File: src/rtl/m_writeback_buffer_if.sv
// Handshake/bus bundle for m_writeback_buffer: M-unit results, pipeline writeback, decode ids, RF port.
// Forwarding signals exist only when M_WB_BYPASS_EN is defined.
interface m_writeback_buffer_if #(
  parameter int XLEN = 32
);
  logic            m_ready;
  logic            m_wr;
  logic [XLEN-1:0] m_result;
  logic [4:0]      m_dest;
  logic            pipe_wb_en;
  logic [4:0]      pipe_wb_rd;
  logic [XLEN-1:0] pipe_wb_data;
  logic [4:0]      id_rs1;
  logic [4:0]      id_rs2;
  logic [4:0]      id_rd;
  logic            rf_we;
  logic [4:0]      rf_waddr;
  logic [XLEN-1:0] rf_wdata;
  logic            m_stall;
  logic            hazard;
  logic            overflow;
`ifdef M_WB_BYPASS_EN
  logic            fwd_rs1_valid;
  logic [XLEN-1:0] fwd_rs1_data;
  logic            fwd_rs2_valid;
  logic [XLEN-1:0] fwd_rs2_data;
`endif

  modport master (
    output m_ready, m_wr, m_result, m_dest,
    output pipe_wb_en, pipe_wb_rd, pipe_wb_data,
    output id_rs1, id_rs2, id_rd,
`ifdef M_WB_BYPASS_EN
    input  fwd_rs1_valid, fwd_rs1_data, fwd_rs2_valid, fwd_rs2_data,
`endif
    input  rf_we, rf_waddr, rf_wdata, m_stall, hazard, overflow
  );

  modport slave (
    input  m_ready, m_wr, m_result, m_dest,
    input  pipe_wb_en, pipe_wb_rd, pipe_wb_data,
    input  id_rs1, id_rs2, id_rd,
`ifdef M_WB_BYPASS_EN
    output fwd_rs1_valid, fwd_rs1_data, fwd_rs2_valid, fwd_rs2_data,
`endif
    output rf_we, rf_waddr, rf_wdata, m_stall, hazard, overflow
  );
endinterface

File: src/rtl/m_writeback_buffer.sv
// Buffers M-unit results in a small FIFO and merges them onto the shared RF write port (pipeline has priority).
// Optional M_WB_BYPASS_EN forwards pending results to decode instead of stalling on RAW.
module m_writeback_buffer #(
  parameter int DEPTH = 2,
  parameter int XLEN  = 32
) (
  input  logic clk,
  input  logic resetn,
  m_writeback_buffer_if.slave bus
);
  localparam int CW = $clog2(DEPTH + 1);
  localparam int PW = $clog2(DEPTH);

  logic [4:0]      rd_q   [DEPTH];
  logic [XLEN-1:0] data_q [DEPTH];
  logic [DEPTH-1:0] vld_q, vld_d;
  logic [PW-1:0]   head_q, head_d, tail_q, tail_d;
  logic [CW-1:0]   count_q, count_d;
  logic            ovf_q, ovf_d;

  logic push, push_acc, pipe_wr, pop, full, empty;

  function automatic logic [PW-1:0] ptr_inc(input logic [PW-1:0] p);
    return (p == PW'(DEPTH - 1)) ? '0 : p + PW'(1);
  endfunction

  always_comb begin
    // A push coinciding with reset is lost.
    push     = bus.m_ready && bus.m_wr && (bus.m_dest != 5'd0) && !resetn;
    pipe_wr  = bus.pipe_wb_en && (bus.pipe_wb_rd != 5'd0);
    empty    = (count_q == '0);
    full     = (count_q == CW'(DEPTH));
    pop      = !pipe_wr && !empty;
    push_acc = push && (!full || pop);

    vld_d  = vld_q;
    head_d = head_q;
    tail_d = tail_q;
    if (pop) begin
      vld_d[head_q] = 1'b0;
      head_d        = ptr_inc(head_q);
    end
    if (push_acc) begin
      vld_d[tail_q] = 1'b1;
      tail_d        = ptr_inc(tail_q);
    end
    unique case ({push_acc, pop})
      2'b10:   count_d = count_q + CW'(1);
      2'b01:   count_d = count_q - CW'(1);
      default: count_d = count_q;
    endcase
    ovf_d = ovf_q | (push && !push_acc);
  end

  always_ff @(posedge clk or posedge resetn) begin
    if (resetn) begin
      vld_q   <= '0;
      head_q  <= '0;
      tail_q  <= '0;
      count_q <= '0;
      ovf_q   <= 1'b0;
    end else begin
      vld_q   <= vld_d;
      head_q  <= head_d;
      tail_q  <= tail_d;
      count_q <= count_d;
      ovf_q   <= ovf_d;
    end
  end

  // Payload storage is qualified by vld_q, so it needs no reset.
  always_ff @(posedge clk) begin
    if (push_acc) begin
      rd_q[tail_q]   <= bus.m_dest;
      data_q[tail_q] <= bus.m_result;
    end
  end

  always_comb begin
    bus.rf_we    = 1'b0;
    bus.rf_waddr = 5'd0;
    bus.rf_wdata = '0;
    if (pipe_wr) begin
      bus.rf_we    = 1'b1;
      bus.rf_waddr = bus.pipe_wb_rd;
      bus.rf_wdata = bus.pipe_wb_data;
    end else if (!empty) begin
      bus.rf_we    = 1'b1;
      bus.rf_waddr = rd_q[head_q];
      bus.rf_wdata = data_q[head_q];
    end
  end

  assign bus.m_stall  = (count_q >= CW'(DEPTH - 1));
  assign bus.overflow = ovf_q;

  logic            hit_rs1, hit_rs2, hit_rd;
  logic [XLEN-1:0] hit_rs1_data, hit_rs2_data;

  // Pending destinations are unique, so at most one source matches per register.
  always_comb begin
    hit_rs1      = 1'b0;
    hit_rs2      = 1'b0;
    hit_rd       = 1'b0;
    hit_rs1_data = '0;
    hit_rs2_data = '0;
    for (int i = 0; i < DEPTH; i++) begin
      if (vld_q[i]) begin
        if (bus.id_rs1 != 5'd0 && rd_q[i] == bus.id_rs1) begin
          hit_rs1      = 1'b1;
          hit_rs1_data = data_q[i];
        end
        if (bus.id_rs2 != 5'd0 && rd_q[i] == bus.id_rs2) begin
          hit_rs2      = 1'b1;
          hit_rs2_data = data_q[i];
        end
        if (bus.id_rd != 5'd0 && rd_q[i] == bus.id_rd) hit_rd = 1'b1;
      end
    end
    if (push) begin
      if (bus.id_rs1 != 5'd0 && bus.m_dest == bus.id_rs1) begin
        hit_rs1      = 1'b1;
        hit_rs1_data = bus.m_result;
      end
      if (bus.id_rs2 != 5'd0 && bus.m_dest == bus.id_rs2) begin
        hit_rs2      = 1'b1;
        hit_rs2_data = bus.m_result;
      end
      if (bus.id_rd != 5'd0 && bus.m_dest == bus.id_rd) hit_rd = 1'b1;
    end
  end

`ifdef M_WB_BYPASS_EN
  assign bus.hazard        = hit_rd;
  assign bus.fwd_rs1_valid = hit_rs1;
  assign bus.fwd_rs1_data  = hit_rs1_data;
  assign bus.fwd_rs2_valid = hit_rs2;
  assign bus.fwd_rs2_data  = hit_rs2_data;
`else
  logic unused_fwd;
  assign unused_fwd = ^{hit_rs1_data, hit_rs2_data};
  assign bus.hazard = hit_rs1 | hit_rs2 | hit_rd;
`endif
endmodule

File: src/flat_wrapper.sv
// flat-port wrapper written by rule: the top's interface ports become plain ports
module m_writeback_buffer_flat 
#(
  parameter int DEPTH = 2,
  parameter int XLEN  = 32
)
  (clk, resetn, bus_m_ready, bus_m_wr, bus_m_result, bus_m_dest, bus_pipe_wb_en, bus_pipe_wb_rd, bus_pipe_wb_data, bus_id_rs1, bus_id_rs2, bus_id_rd, bus_rf_we, bus_rf_waddr, bus_rf_wdata, bus_m_stall, bus_hazard, bus_overflow);
  m_writeback_buffer_if #(.XLEN(XLEN)) bus_i ();
  input  logic clk;
  input  logic resetn;
  input wire logic [$bits(bus_i.m_ready)-1:0] bus_m_ready;
  input wire logic [$bits(bus_i.m_wr)-1:0] bus_m_wr;
  input wire logic [$bits(bus_i.m_result)-1:0] bus_m_result;
  input wire logic [$bits(bus_i.m_dest)-1:0] bus_m_dest;
  input wire logic [$bits(bus_i.pipe_wb_en)-1:0] bus_pipe_wb_en;
  input wire logic [$bits(bus_i.pipe_wb_rd)-1:0] bus_pipe_wb_rd;
  input wire logic [$bits(bus_i.pipe_wb_data)-1:0] bus_pipe_wb_data;
  input wire logic [$bits(bus_i.id_rs1)-1:0] bus_id_rs1;
  input wire logic [$bits(bus_i.id_rs2)-1:0] bus_id_rs2;
  input wire logic [$bits(bus_i.id_rd)-1:0] bus_id_rd;
  output wire logic [$bits(bus_i.rf_we)-1:0] bus_rf_we;
  output wire logic [$bits(bus_i.rf_waddr)-1:0] bus_rf_waddr;
  output wire logic [$bits(bus_i.rf_wdata)-1:0] bus_rf_wdata;
  output wire logic [$bits(bus_i.m_stall)-1:0] bus_m_stall;
  output wire logic [$bits(bus_i.hazard)-1:0] bus_hazard;
  output wire logic [$bits(bus_i.overflow)-1:0] bus_overflow;
  assign bus_i.m_ready = bus_m_ready;
  assign bus_i.m_wr = bus_m_wr;
  assign bus_i.m_result = bus_m_result;
  assign bus_i.m_dest = bus_m_dest;
  assign bus_i.pipe_wb_en = bus_pipe_wb_en;
  assign bus_i.pipe_wb_rd = bus_pipe_wb_rd;
  assign bus_i.pipe_wb_data = bus_pipe_wb_data;
  assign bus_i.id_rs1 = bus_id_rs1;
  assign bus_i.id_rs2 = bus_id_rs2;
  assign bus_i.id_rd = bus_id_rd;
  assign bus_rf_we = bus_i.rf_we;
  assign bus_rf_waddr = bus_i.rf_waddr;
  assign bus_rf_wdata = bus_i.rf_wdata;
  assign bus_m_stall = bus_i.m_stall;
  assign bus_hazard = bus_i.hazard;
  assign bus_overflow = bus_i.overflow;
  m_writeback_buffer #(.DEPTH(DEPTH), .XLEN(XLEN)) u_core (.clk(clk), .resetn(resetn), .bus(bus_i));
endmodule
File: config.mk
export PLATFORM = sky130hd
export DESIGN_NAME = m_writeback_buffer_flat
export DESIGN_NICKNAME = d
export VERILOG_FILES = /design/src/rtl/m_writeback_buffer_if.sv /design/src/rtl/m_writeback_buffer.sv /design/src/flat_wrapper.sv
export SDC_FILE = /design/constraint.sdc
export NUM_CORES = 1
export LEC_CHECK = 0
export ABC_AREA = 1
export BUFFER_PORTS_ARGS = -buffer_cell sky130_fd_sc_hd__buf_2
export CORE_MARGIN = 4
export CORE_UTILIZATION = 30
export CTS_CLUSTER_SIZE = 16
export DETAILED_ROUTE_END_ITERATION = 10
export SYNTH_ARGS = -nofsm -noshare
export SYNTH_HDL_FRONTEND = slang
export SYNTH_SLANG_ARGS = --single-unit
File: constraint.sdc
create_clock -name clk -period 5.2 [get_ports clk]
set_clock_uncertainty 0.2 [all_clocks]
set_input_delay 1.04 -clock clk [delete_from_list [all_inputs] [get_ports clk]]
set_output_delay 1.04 -clock clk [all_outputs]
set_load 0.01 [all_outputs]
* Yosys cells after proc, flatten, opt, wreduce, memory -nomap -nowiden
Memories as Yosys holds them, arrays and structs flattened.
Cells that the tools add are included.
** Word-level totals
- Latch bits :: 0
- Logic and storage cells :: 100
- Memories kept :: 2
- Output and inout bits :: 41
- Bits in writable memories :: 74
- Flip-flop bits (word level) :: 7
- Bits in read-only memories :: 0
** Memory list
- u_core.data_q :: depth 2, bits a word 32, read ports 1, clocked after memory_dff 0, wr ports 1, RTL line m_writeback_buffer.sv:15 : logic [XLEN-1:0] data_q [DEPTH];
- u_core.rd_q :: depth 2, bits a word 5, read ports 3, clocked after memory_dff 0, wr ports 1, RTL line m_writeback_buffer.sv:14 : logic [4:0] rd_q [DEPTH];
** Operators by class
- $add $sub $neg :: 4
- Bitwise logic cells :: 6
- Mux-type cells :: 35
- Magnitude comparators :: 5
- Reductions and logical operators :: 31
- Div/mod/pow operators :: 0
- Equality and inequality tests :: 12
- Multiply operators :: 0
- Shift operators :: 0
** Operators with widths (count)
- 2-to-1 mux 32 bit :: 2
- equality test 5 bit :: 9
- 2-to-1 mux 1 bit :: 26
- nonzero test 5 bit :: 5
- logical AND 1 bit :: 18
- 2-to-1 mux 5 bit :: 2
- logical NOT 1 bit :: 5
- equality test 2 bit (second input constant) :: 2
- less-than comparator 1 x 2 -> 1 bit (second input constant) :: 2
- 2-to-1 mux 2 bit :: 2
- case mux 2 bit (2 select lines) :: 1
- OR 1 bit :: 3
- adder 1 bit (second input constant) :: 2
- adder 2 x 1 -> 2 bit (second input constant) :: 1
- bitwise AND 2 bit :: 1
- demux 1 bit (select 1 bit) :: 2
- equality test 2 x 1 -> 1 bit (second input constant) :: 1
- greater-or-equal comparator 1 bit (second input constant) :: 2
- greater-or-equal comparator 2 x 1 -> 1 bit (second input constant) :: 1
- logical NOT 2 bit :: 1
- NOT 2 bit :: 1
- OR 2 bit :: 1
- nonzero test 2 bit :: 1
- subtractor 2 x 1 -> 2 bit (second input constant) :: 1
- logical OR 1 bit :: 1

* Depth between registers and ports, before layout
Gate-level depths: netlist of run 1.
- Depth in word-level cells :: 10
- Gate-level depth with buffers :: 11
- Mapped depth without buffers :: 11

* Worst setup path before layout of run 1
OpenSTA, ideal clock, no wires.
- Path type :: input port to flip-flop
- From :: input bus_pipe_wb_rd[2]
- To :: memory u_core.data_q[1][0], enable pin
- Path buffers :: 0
- Stages on the path :: 7
- Arrival :: 3248 ps
- Data required time :: 4569 ps
- Slack :: 1320 ps
- Setup time :: 431 ps
- Cell sequence :: nor3_1 > nand2_1 > nand2_2 > nand2_4 > nand2_1 > nand2_1 > nor2_1
** On the way
- Cells in the longest elaborated chain, start to end :: 8
** Ends and longest elaborated chain
- from (decl) :: RTL line flat_wrapper.sv:16 : input wire logic [$bits(bus_i.pipe_wb_rd)-1:0] bus_pipe_wb_rd;
- nonzero test 5 bit :: RTL line m_writeback_buffer.sv:30 : pipe_wr = bus.pipe_wb_en && (bus.pipe_wb_rd != 5'd0);
- logical AND 1 bit :: RTL line m_writeback_buffer.sv:30
- logical NOT 1 bit :: RTL line m_writeback_buffer.sv:33 : pop = !pipe_wr && !empty;
- logical AND 1 bit :: RTL line m_writeback_buffer.sv:33
- logical OR 1 bit :: RTL line m_writeback_buffer.sv:34 : push_acc = push && (!full || pop);
- logical AND 1 bit :: RTL line m_writeback_buffer.sv:34
- 2-to-1 mux 1 bit :: RTL line m_writeback_buffer.sv:73 : if (push_acc) begin
- 2-to-1 mux 1 bit (not written as such) :: RTL line m_writeback_buffer.sv:75 : data_q[tail_q] <= bus.m_result;
- to (decl) :: RTL line m_writeback_buffer.sv:15
Every way passes these cells.

* Worst setup path after layout of run 1
- From :: input bus_pipe_wb_rd[2]
- To :: output bus_rf_waddr[4]
** On the way
- Cells in the longest elaborated chain, start to end :: 3
** Ends and longest elaborated chain
- nonzero test 5 bit :: RTL line m_writeback_buffer.sv:30
- logical AND 1 bit :: RTL line m_writeback_buffer.sv:30
- 2-to-1 mux 5 bit :: RTL line m_writeback_buffer.sv:83 : if (pipe_wr) begin
- to (decl) :: RTL line flat_wrapper.sv:22 : output wire logic [$bits(bus_i.rf_waddr)-1:0] bus_rf_waddr;
Every way passes these cells.

==> report_table.html, run 1 <==
<table>
<tr><th>Metric</th><th>Value</th></tr>
<tr><th colspan="2">Detailed routing</th></tr>
<tr><td>Via count</td><td>roughly 3,600</td></tr>
<tr><td>Met3 WL post-DR</td><td>roughly 900 um</td></tr>
<tr><td>Detailed-route wire length</td><td>11.8 mm</td></tr>
<tr><td>Initial drt markers</td><td>approximately 260</td></tr>
<tr><td>Wire length the detailed router placed on met1</td><td>5.12 mm</td></tr>
<tr><td>Top layer reached by signal wires</td><td>met5</td></tr>
<tr><td>DRC violation count after routing</td><td>0</td></tr>
<tr><td>Via-to-Cell Ratio</td><td>between 4 and 5</td></tr>
<tr><td>Met2 Wirelength</td><td>5.57 mm</td></tr>
<tr><td>1st-pass router iterations</td><td>4</td></tr>
<tr><td>Remaining number of nets flagged by the antenna check after routing</td><td>0</td></tr>
<tr><td>Routed length per instance</td><td>about 15 um</td></tr>
<tr><th colspan="2">Logic synthesis</th></tr>
<tr><td>Fraction of the yosys area taken by sequential cells</td><td>0.585</td></tr>
<tr><td>Yosys reg bits</td><td>81</td></tr>
<tr><td>Post-synthesis cell count</td><td>between 400 and 500</td></tr>
<tr><td>Number of warnings reported in the yosys synthesis log</td><td>0</td></tr>
<tr><td>Number of nets produced by synthesis</td><td>549</td></tr>
<tr><td>Synthesized cell area</td><td>4100 um2</td></tr>
<tr><td>Post-synthesis cell type count</td><td>26</td></tr>
<tr><td>Synth Area per Inst</td><td>slightly above 9 um2</td></tr>
<tr><th colspan="2">Cells and area</th></tr>
<tr><td>Count of antenna diodes in the layout</td><td>0</td></tr>
<tr><td>Fraction of final layout cells with drive strength greater than 1</td><td>0.266</td></tr>
<tr><td>Utilization after layout</td><td>0.393</td></tr>
<tr><td>Final nets</td><td>687</td></tr>
<tr><td>Area Growth Syn to Fin</td><td>27.6%</td></tr>
<tr><td>Top library cells by usage in the layout, fill and taps aside</td><td>nand2_1, buf_2, edfxtp_1, nand3_1, inv_1</td></tr>
<tr><td>Commonest non-fill, non-tap cell in the layout</td><td>nand2_1</td></tr>
<tr><th colspan="2">Timing</th></tr>
<tr><td>Hold Violations, Final</td><td>0</td></tr>
<tr><td>Max_slew headroom</td><td>0.245</td></tr>
<tr><td>Total count of max-transition violations in the final report</td><td>0</td></tr>
<tr><td>Count of endpoints failing setup in the final report</td><td>0</td></tr>
<tr><td>Transition time at the pin with the least slew margin</td><td>1.13 ns</td></tr>
<tr><td>Summed negative setup slack over all endpoints</td><td>0 ns</td></tr>
<tr><td>Highest attainable clock frequency</td><td>258 MHz</td></tr>
<tr><td>Unrepaired setup endpoints after global routing</td><td>no</td></tr>
<tr><td>Period minus WS final</td><td>3.87 ns</td></tr>
<tr><td>Hold Worst Slack</td><td>about 0.27 ns</td></tr>
<tr><td>Final worst-path cycle share</td><td>0.745</td></tr>
<tr><th colspan="2">GRT</th></tr>
<tr><td>All-layer global routing usage</td><td>0.149</td></tr>
<tr><td>Gr ovfl total</td><td>0</td></tr>
<tr><td>Global-route wire length before repair</td><td>18.7 mm</td></tr>
<tr><td>Maximum number of pins on one net before global-route repair</td><td>38</td></tr>
<tr><td>Number of antenna violations at the first check in global routing</td><td>1</td></tr>
<tr><td>Number of global-route vias before repair</td><td>3,770</td></tr>
<tr><th colspan="2">Clocking</th></tr>
<tr><td>CTS Sinks</td><td>81</td></tr>
<tr><td>Clock latency on the worst-skew pair</td><td>about 0.33 ns</td></tr>
<tr><td># hold bufs at CTS</td><td>0</td></tr>
<tr><td>Clock transition at path regs</td><td>0.06 ns</td></tr>
<tr><td>Buffer cell driving the clock tree root</td><td>clkbuf_16</td></tr>
<tr><td>Number of H-tree levels</td><td>3</td></tr>
<tr><td>Clock tree from TritonCTS</td><td>built</td></tr>
<tr><td>Buffers inserted by post-CTS timing repair</td><td>0</td></tr>
<tr><td>Cts repair resizes</td><td>0</td></tr>
<tr><td>Total clock buffers created by CTS</td><td>9</td></tr>
<tr><td>CTS max path bufs</td><td>2</td></tr>
<tr><th colspan="2">Run</th></tr>
<tr><td># Max-Cap Violations</td><td>0</td></tr>
<tr><th colspan="2">Critical path</th></tr>
<tr><td>Worst setup SP type</td><td>input port</td></tr>
<tr><td>Arr. time, crit path</td><td>2.63 ns</td></tr>
<tr><td>Register-to-register setup slack</td><td>roughly 2.6 ns</td></tr>
<tr><td>WP data required</td><td>3.96 ns</td></tr>
<tr><td>R2R Path Start</td><td>u_core.count_q[0]$_DFFE_PP0P_</td></tr>
<tr><td>Worst setup EP type</td><td>output port</td></tr>
<tr><td>Start-to-end type of the worst setup path</td><td>input port to output port</td></tr>
<tr><td>Worst-case reg-to-reg path depth</td><td>7</td></tr>
<tr><td>Critical Path Fanout Max</td><td>36</td></tr>
<tr><td>Endpoint of the worst-slack reg-to-reg timing path</td><td>u_core.data_q[1][5]$_DFFE_PP_</td></tr>
<tr><th colspan="2">Pwr</th></tr>
<tr><td>Pwr/cell area</td><td>386 nW/um2</td></tr>
<tr><td>Overall power of the completed layout</td><td>2.02 mW</td></tr>
<tr><td>Maximum VDD drop</td><td>0.177 mV</td></tr>
<tr><td>Leakage</td><td>2.41 nW</td></tr>
<tr><th colspan="2">Min path</th></tr>
<tr><td>Endpoint, Worst Hold</td><td>u_core.count_q[0]$_DFFE_PP0P_</td></tr>
<tr><td>Worst Hold Class</td><td>flip-flop to flip-flop</td></tr>
<tr><td>Number of stages on the worst hold path</td><td>1</td></tr>
<tr><td>Hold Startpoint</td><td>u_core.count_q[0]$_DFFE_PP0P_</td></tr>
<tr><th colspan="2">Die</th></tr>
<tr><td>Core area</td><td>between 10,000 and 15,000 um2</td></tr>
<tr><td>Cell Rows</td><td>42</td></tr>
<tr><td>I/O pin count</td><td>135</td></tr>
<tr><td>Die X-Extent</td><td>125 um</td></tr>
<tr><td>Initial cell density of the core</td><td>0.308</td></tr>
<tr><td>Area of the die</td><td>15,600 um2</td></tr>
<tr><td>DIE HEIGHT</td><td>~120 um</td></tr>
<tr><th colspan="2">Placed design</th></tr>
<tr><td>Routability-driven placement congestion ratio</td><td>roughly 0.93</td></tr>
<tr><td>Count of buffers inserted at the top-level ports</td><td>between 100 and 150</td></tr>
<tr><td>Half-perimeter wire length after detailed placement</td><td>between 8 and 9 mm</td></tr>
<tr><th colspan="2">Status</th></tr>
<tr><td>Run status</td><td>complete, no violations</td></tr>
</table>
-- worst max-delay path: stages --
cell and delay [ns]:
buf_2 0.10, nor3_1 0.17, nand2_1 0.08, nand2_2 0.10
nand2_4 0.11, nor2_8 0.43, inv_1 0.15, o211ai_1 0.26
buf_2 0.18
-- synth_stat cells --
| cell type | n | area (um2) |
|---|---|---|
| buf_2 | 3 | 15.0 |
| inv_1 | 41 | 154 |
| ha_1 | 4 | 50.1 |
| inv_2 | 1 | 3.75 |
| o22ai_1 | 5 | 31.3 |
| nor2_1 | 34 | 128 |
| o211ai_1 | 5 | 37.5 |
| xor2_1 | 7 | 61.3 |
| and3_1 | 1 | 6.26 |
| nor3_1 | 3 | 15.0 |
| nand2_4 | 1 | 11.3 |
| o21bai_1 | 1 | 7.51 |
| a22oi_1 | 1 | 7.51 |
| a21boi_0 | 1 | 7.51 |
| xnor2_1 | 4 | 35.0 |
| clkinv_1 | 1 | 3.75 |
| a21oi_1 | 2 | 10.0 |
| o21ai_0 | 15 | 75.1 |
| nand2_1 | 184 | 691 |
| dfrtp_1 | 7 | 175 |
| buf_6 | 6 | 67.6 |
| nor2_8 | 2 | 40.0 |
| nand2_2 | 1 | 6.26 |
| nand3_1 | 45 | 225 |
| nand4_1 | 2 | 12.5 |
| edfxtp_1 | 74 | 2220 |
-- power by group --
part	switching, mW	internal, mW	total, mW
registers	0.0419	0.781	0.823
logic	0.361	0.206	0.567
clock network	0.252	0.375	0.627
-- how the worst max path moves through the flow --
stage | start | end | slack (ns) | cells after the start
2_1_floorplan | bus_pipe_wb_rd[2] | u_core.data_q[1][0]$_DFFE_PP_ | 1.32 | 7
3_3_place_gp | bus_pipe_wb_rd[2] | bus_rf_waddr[4] | 1.27 | 9
3_5_place_dp | bus_pipe_wb_rd[2] | bus_rf_waddr[4] | 1.26 | 9
4_1_cts | bus_pipe_wb_rd[2] | bus_rf_waddr[4] | 1.25 | 9
5_1_grt | bus_pipe_wb_rd[2] | bus_rf_waddr[4] | 1.20 | 9
6_report | bus_pipe_wb_rd[2] | bus_rf_waddr[4] | 1.33 | 9
-- stage by stage --
step / instances / worst slack, ns / area [um2]
3_5_place_dp: 754 / 1.26 / 4930
2_1_floorplan: 451 / 1.32 / 4100
3_3_place_gp: 754 / 1.27 / 4930
4_1_cts: 770 / 1.25 / 5230
5_1_grt: 770 / 1.20 / 5230
6_report: 770 / 1.33 / 5230
-- logic make-up after synthesis --
logic type	synth area share
AOI/OAI and AO/OA	0.0430
xor gates and xnor gates	0.0235
adders and majority gates	0.0122
buffers and inverters	0.0595
DFF	0.585
and+or+nand+nor	0.277
-- layout make-up --
type | count | area [um2]
Fill cell | 1355 | 8060
Sequential cell | 81 | 2400
Multi-Input combinational cell | 318 | 1470
Timing Repair Buffer | 136 | 686
Clock buffer | 9 | 225
Tap cell | 176 | 220
Inverter | 43 | 161
Clock inverter | 7 | 76.3
-- routing by layer --
| layer | vias up | global-route usage |
|---|---|---|
| li1 | 1765 | - |
| met1 | 1667 | 0.190 |
| met2 | 148 | 0.245 |
| met3 | 18 | 0.0360 |
| met4 | 2 | 0.0568 |
| met5 | - | 0 |
-- flip-flops by register name (all words and copies together) (netlist names) --
signal and count:
u_core.data_q 64, u_core.rd_q 10, u_core.count_q 2, u_core.vld_q 2, u_core.bus.overflow 1, u_core.head_q 1
u_core.tail_q 1
Power figures use the tool's default switching activity.
==> run 2: changes to the inputs <==
- ABC_AREA: 1 -> 0
- clock period: 5.2 -> 3.9 ns (I/O delays scaled with it)
==> report_table.html, run 2 <==
<table>
<tr><th>Metric</th><th>Value</th></tr>
<tr><th colspan="2">Status</th></tr>
<tr><td>Run status</td><td>complete, no violations</td></tr>
<tr><th colspan="2">Critical path</th></tr>
<tr><td>Crit-path cells</td><td>buf_2 -&gt; or4_1 -&gt; o21a_2 -&gt; buf_4 -&gt; o31ai_1 -&gt; buf_2</td></tr>
<tr><td>Start-to-end type of the worst setup path</td><td>input port to output port</td></tr>
<tr><td>Slowest cell on the critical path</td><td>or4_1</td></tr>
<tr><td>Endpoint of the worst-slack reg-to-reg timing path</td><td>u_core.count_q[0]$_DFFE_PP0P_</td></tr>
<tr><td>Worst-case reg-to-reg path depth</td><td>7</td></tr>
<tr><td>WP data required</td><td>2.92 ns</td></tr>
<tr><td>Arr. time, crit path</td><td>2.52 ns</td></tr>
<tr><td>Crit-path max cell delay</td><td>0.52 ns</td></tr>
<tr><td>Critical Path Fanout Max</td><td>25</td></tr>
<tr><td>Worst setup SP type</td><td>input port</td></tr>
<tr><td>R2R Path Start</td><td>u_core.count_q[0]$_DFFE_PP0P_</td></tr>
<tr><td>Worst setup EP type</td><td>output port</td></tr>
<tr><td>Register-to-register setup slack</td><td>roughly 1.2 ns</td></tr>
<tr><td>Most frequent CP cell</td><td>buf_2</td></tr>
<tr><th colspan="2">Clocking</th></tr>
<tr><td>Clock latency on the worst-skew pair</td><td>0.33 ns</td></tr>
<tr><td>Buffer cell driving the clock tree root</td><td>clkbuf_16</td></tr>
<tr><td># hold bufs at CTS</td><td>0</td></tr>
<tr><td>Number of H-tree levels</td><td>3</td></tr>
<tr><td>Buffers inserted by post-CTS timing repair</td><td>0</td></tr>
<tr><td>Clock tree from TritonCTS</td><td>built</td></tr>
<tr><td>CTS max path bufs</td><td>2</td></tr>
<tr><td>Cts repair resizes</td><td>0</td></tr>
<tr><td>Total clock buffers created by CTS</td><td>9</td></tr>
<tr><td>Clock transition at path regs</td><td>0.06 ns</td></tr>
<tr><td>CTS Sinks</td><td>81</td></tr>
<tr><th colspan="2">Placed design</th></tr>
<tr><td>Routability-driven placement congestion ratio</td><td>0.839</td></tr>
<tr><td>Count of buffers inserted at the top-level ports</td><td>roughly 130</td></tr>
<tr><td>Post-Place Cells</td><td>between 600 and 700</td></tr>
<tr><td>Half-perimeter wire length after detailed placement</td><td>slightly above 7 mm</td></tr>
<tr><th colspan="2">Timing</th></tr>
<tr><td>Summed negative setup slack over all endpoints</td><td>0 ns</td></tr>
<tr><td>Unrepaired setup endpoints after global routing</td><td>no</td></tr>
<tr><td>Transition time at the pin with the least slew margin</td><td>0.616 ns</td></tr>
<tr><td>Hold Violations, Final</td><td>0</td></tr>
<tr><td>Final worst-path cycle share</td><td>0.897</td></tr>
<tr><td>Hold Worst Slack</td><td>around 0.18 ns</td></tr>
<tr><td>Total count of max-transition violations in the final report</td><td>0</td></tr>
<tr><td>Count of endpoints failing setup in the final report</td><td>0</td></tr>
<tr><td>Period minus WS final</td><td>about 3.5 ns</td></tr>
<tr><td>Max_slew headroom</td><td>0.589</td></tr>
<tr><td>Highest attainable clock frequency</td><td>286 MHz</td></tr>
<tr><th colspan="2">Cells and area</th></tr>
<tr><td>Area of combinational cells with multiple inputs</td><td>around 1500 um2</td></tr>
<tr><td>Flip-flop count of the largest register after layout</td><td>64</td></tr>
<tr><td>Largest register by flop count</td><td>u_core.data_q</td></tr>
<tr><td>Count of antenna diodes in the layout</td><td>0</td></tr>
<tr><td>Top library cells by usage in the layout, fill and taps aside</td><td>buf_2, edfxtp_1, nand2_1, mux2i_1, o31ai_1</td></tr>
<tr><td>FF/Latch Area</td><td>2400 um2</td></tr>
<tr><td>Post-route insts no fill</td><td>627</td></tr>
<tr><td>Final nets</td><td>approximately 540</td></tr>
<tr><td>Area Growth Syn to Fin</td><td>28.8%</td></tr>
<tr><td>Fraction of final layout cells with drive strength greater than 1</td><td>0.353</td></tr>
<tr><td>Registers with the highest flip-flop counts</td><td>u_core.data_q x64, u_core.rd_q x10</td></tr>
<tr><td>Number of fill cells</td><td>1,316</td></tr>
<tr><td>Commonest non-fill, non-tap cell in the layout</td><td>buf_2</td></tr>
<tr><th colspan="2">Pwr</th></tr>
<tr><td>Pwr/cell area</td><td>~520 nW/um2</td></tr>
<tr><td>Maximum VDD drop</td><td>about 0.27 mV</td></tr>
<tr><td>Leakage</td><td>2.12 nW</td></tr>
<tr><th colspan="2">GRT</th></tr>
<tr><td>Number of global-route vias before repair</td><td>~3,000</td></tr>
<tr><td>Maximum number of pins on one net before global-route repair</td><td>38</td></tr>
<tr><td>Number of antenna violations at the first check in global routing</td><td>0</td></tr>
<tr><td>Global-route wire length before repair</td><td>14.5 mm</td></tr>
<tr><td>Gr ovfl total</td><td>0</td></tr>
<tr><td>All-layer global routing usage</td><td>0.126</td></tr>
<tr><th colspan="2">Die</th></tr>
<tr><td>I/O pin count</td><td>135</td></tr>
<tr><td>Core area</td><td>13,200 um2</td></tr>
<tr><td>Area of the die</td><td>15,400 um2</td></tr>
<tr><td>Initial cell density of the core</td><td>0.305</td></tr>
<tr><td>Cell Rows</td><td>42</td></tr>
<tr><td>Die X-Extent</td><td>124 um</td></tr>
<tr><td>DIE HEIGHT</td><td>124 um</td></tr>
<tr><th colspan="2">Logic synthesis</th></tr>
<tr><td>Yosys reg bits</td><td>81</td></tr>
<tr><td>Ys async rst share</td><td>0.0864</td></tr>
<tr><td>Count leader, synth</td><td>edfxtp_1</td></tr>
<tr><td>Number of warnings reported in the yosys synthesis log</td><td>0</td></tr>
<tr><td>Synthesized cell area</td><td>4040 um2</td></tr>
<tr><td>Post-synthesis cell type count</td><td>34</td></tr>
<tr><td>Fraction of the yosys area taken by sequential cells</td><td>0.593</td></tr>
<tr><td>Biggest area consumer among synthesized cells</td><td>edfxtp_1</td></tr>
<tr><td>Most numerous cell types in the synthesized netlist</td><td>edfxtp_1, nand2_1, mux2i_1</td></tr>
<tr><td>Number of enable flip-flop cells after synthesis</td><td>74</td></tr>
<tr><td>Main synth FF type</td><td>edfxtp_1</td></tr>
<tr><td>Share of Yosys cell area claimed by the top area cell type</td><td>0.550</td></tr>
<tr><td>Synth Area per Inst</td><td>about 13 um2</td></tr>
<tr><td>Cells taking the most area after synthesis</td><td>edfxtp_1, mux2i_1, o31ai_1</td></tr>
<tr><td>Post-synthesis cell count</td><td>313</td></tr>
<tr><td>Number of nets produced by synthesis</td><td>between 400 and 500</td></tr>
<tr><th colspan="2">Detailed routing</th></tr>
<tr><td>Via-to-Cell Ratio</td><td>4.72</td></tr>
<tr><td>1st-pass router iterations</td><td>4</td></tr>
<tr><td>Routed length per instance</td><td>15.4 um</td></tr>
<tr><td>Remaining number of nets flagged by the antenna check after routing</td><td>0</td></tr>
<tr><td>Detailed-route wire length</td><td>9.65 mm</td></tr>
<tr><td>Via count</td><td>2,962</td></tr>
<tr><td>Initial drt markers</td><td>approximately 200</td></tr>
<tr><td>DRC violation count after routing</td><td>0</td></tr>
<tr><th colspan="2">Min path</th></tr>
<tr><td>Worst Hold Class</td><td>input port to async pin</td></tr>
<tr><th colspan="2">Run</th></tr>
<tr><td># Max-Cap Violations</td><td>0</td></tr>
</table>
## run 2: changes by cell type after synthesis, sizes merged, moves of 31 or more
| cell | previous run | this run |
|---|---|---|
| nand3 | 45 | 2 |
| nor2 | 36 | 5 |
| nand2 | 186 | 41 |
| inv | 42 | 5 |
| o31ai | 0 | 36 |
| mux2i | 0 | 37 |
## run 2: how the worst max path moves through the flow
stage | from | endpoint | slack [ns] | depth (start not counted)
after global routing | bus_pipe_wb_rd[1] | bus_rf_waddr[4] | 0.24 | 6
after floorplan | bus_pipe_wb_rd[1] | u_core.data_q[0][0]$_DFFE_PP_ | -0.19 | 6
after CTS | bus_pipe_wb_rd[1] | bus_rf_wdata[20] | 0.37 | 6
after global placement | bus_pipe_wb_rd[1] | u_core.data_q[0][10]$_DFFE_PP_ | 0.32 | 8
final | bus_pipe_wb_rd[1] | bus_rf_wdata[20] | 0.40 | 6
after detailed placement | bus_pipe_wb_rd[1] | u_core.data_q[0][15]$_DFFE_PP_ | 0.34 | 8
## run 2: cells by family after synthesis
logic type,share of synthesized area
flip-flops,0.593
AND/OR/NAND/NOR,0.0774
AO/OA/AOI/OAI,0.0913
XOR/XNOR,0.106
multiplexers,0.0916
buffers and inverters,0.0279
adder cells (fa/ha/maj),0.0124
## run 2: critical path, delay by kind of cell
kind | cells | cell delay (ns)
AND/OR/NAND/NOR | 1 | 0.52
buffers and inverters | 3 | 0.56
AO/OA/AOI/OAI | 2 | 0.64
## run 2: report_power, final
part | total, mW | switching [mW] | internal [mW]
Combinational | 0.842 | 0.459 | 0.383
Clock | 0.739 | 0.317 | 0.422
Sequential | 1.15 | 0.104 | 1.04
## run 2: through the flow
step	area (um2)	setup slack, ns	power [mW]	utilization
finish	5210	0.402	2.73	0.393
global route	5210	0.243	2.90	0.393
CTS	5210	0.375	2.78	0.393
detailed placement	4940	0.342	2.02	0.373
global placement	4940	0.323	2.01	0.373
floorplan	4040	-0.188	1.69	-
## run 2: routing by layer
layer  wire length [um]  share of wire  GRT usage
met1               4140           0.43      0.151
met2               4640           0.48      0.211
met3                638          0.066     0.0345
met4                235          0.024     0.0561
met5                  0              0          0
## run 2: layout make-up
type,instances,share of cell area
inverters,6,0.00457
multi-input cells,208,0.297
well taps,176,0.0423
flip-flops and latches,81,0.461
repair buffers,140,0.145
clock buffers,9,0.0433
clock inverters,7,0.00721
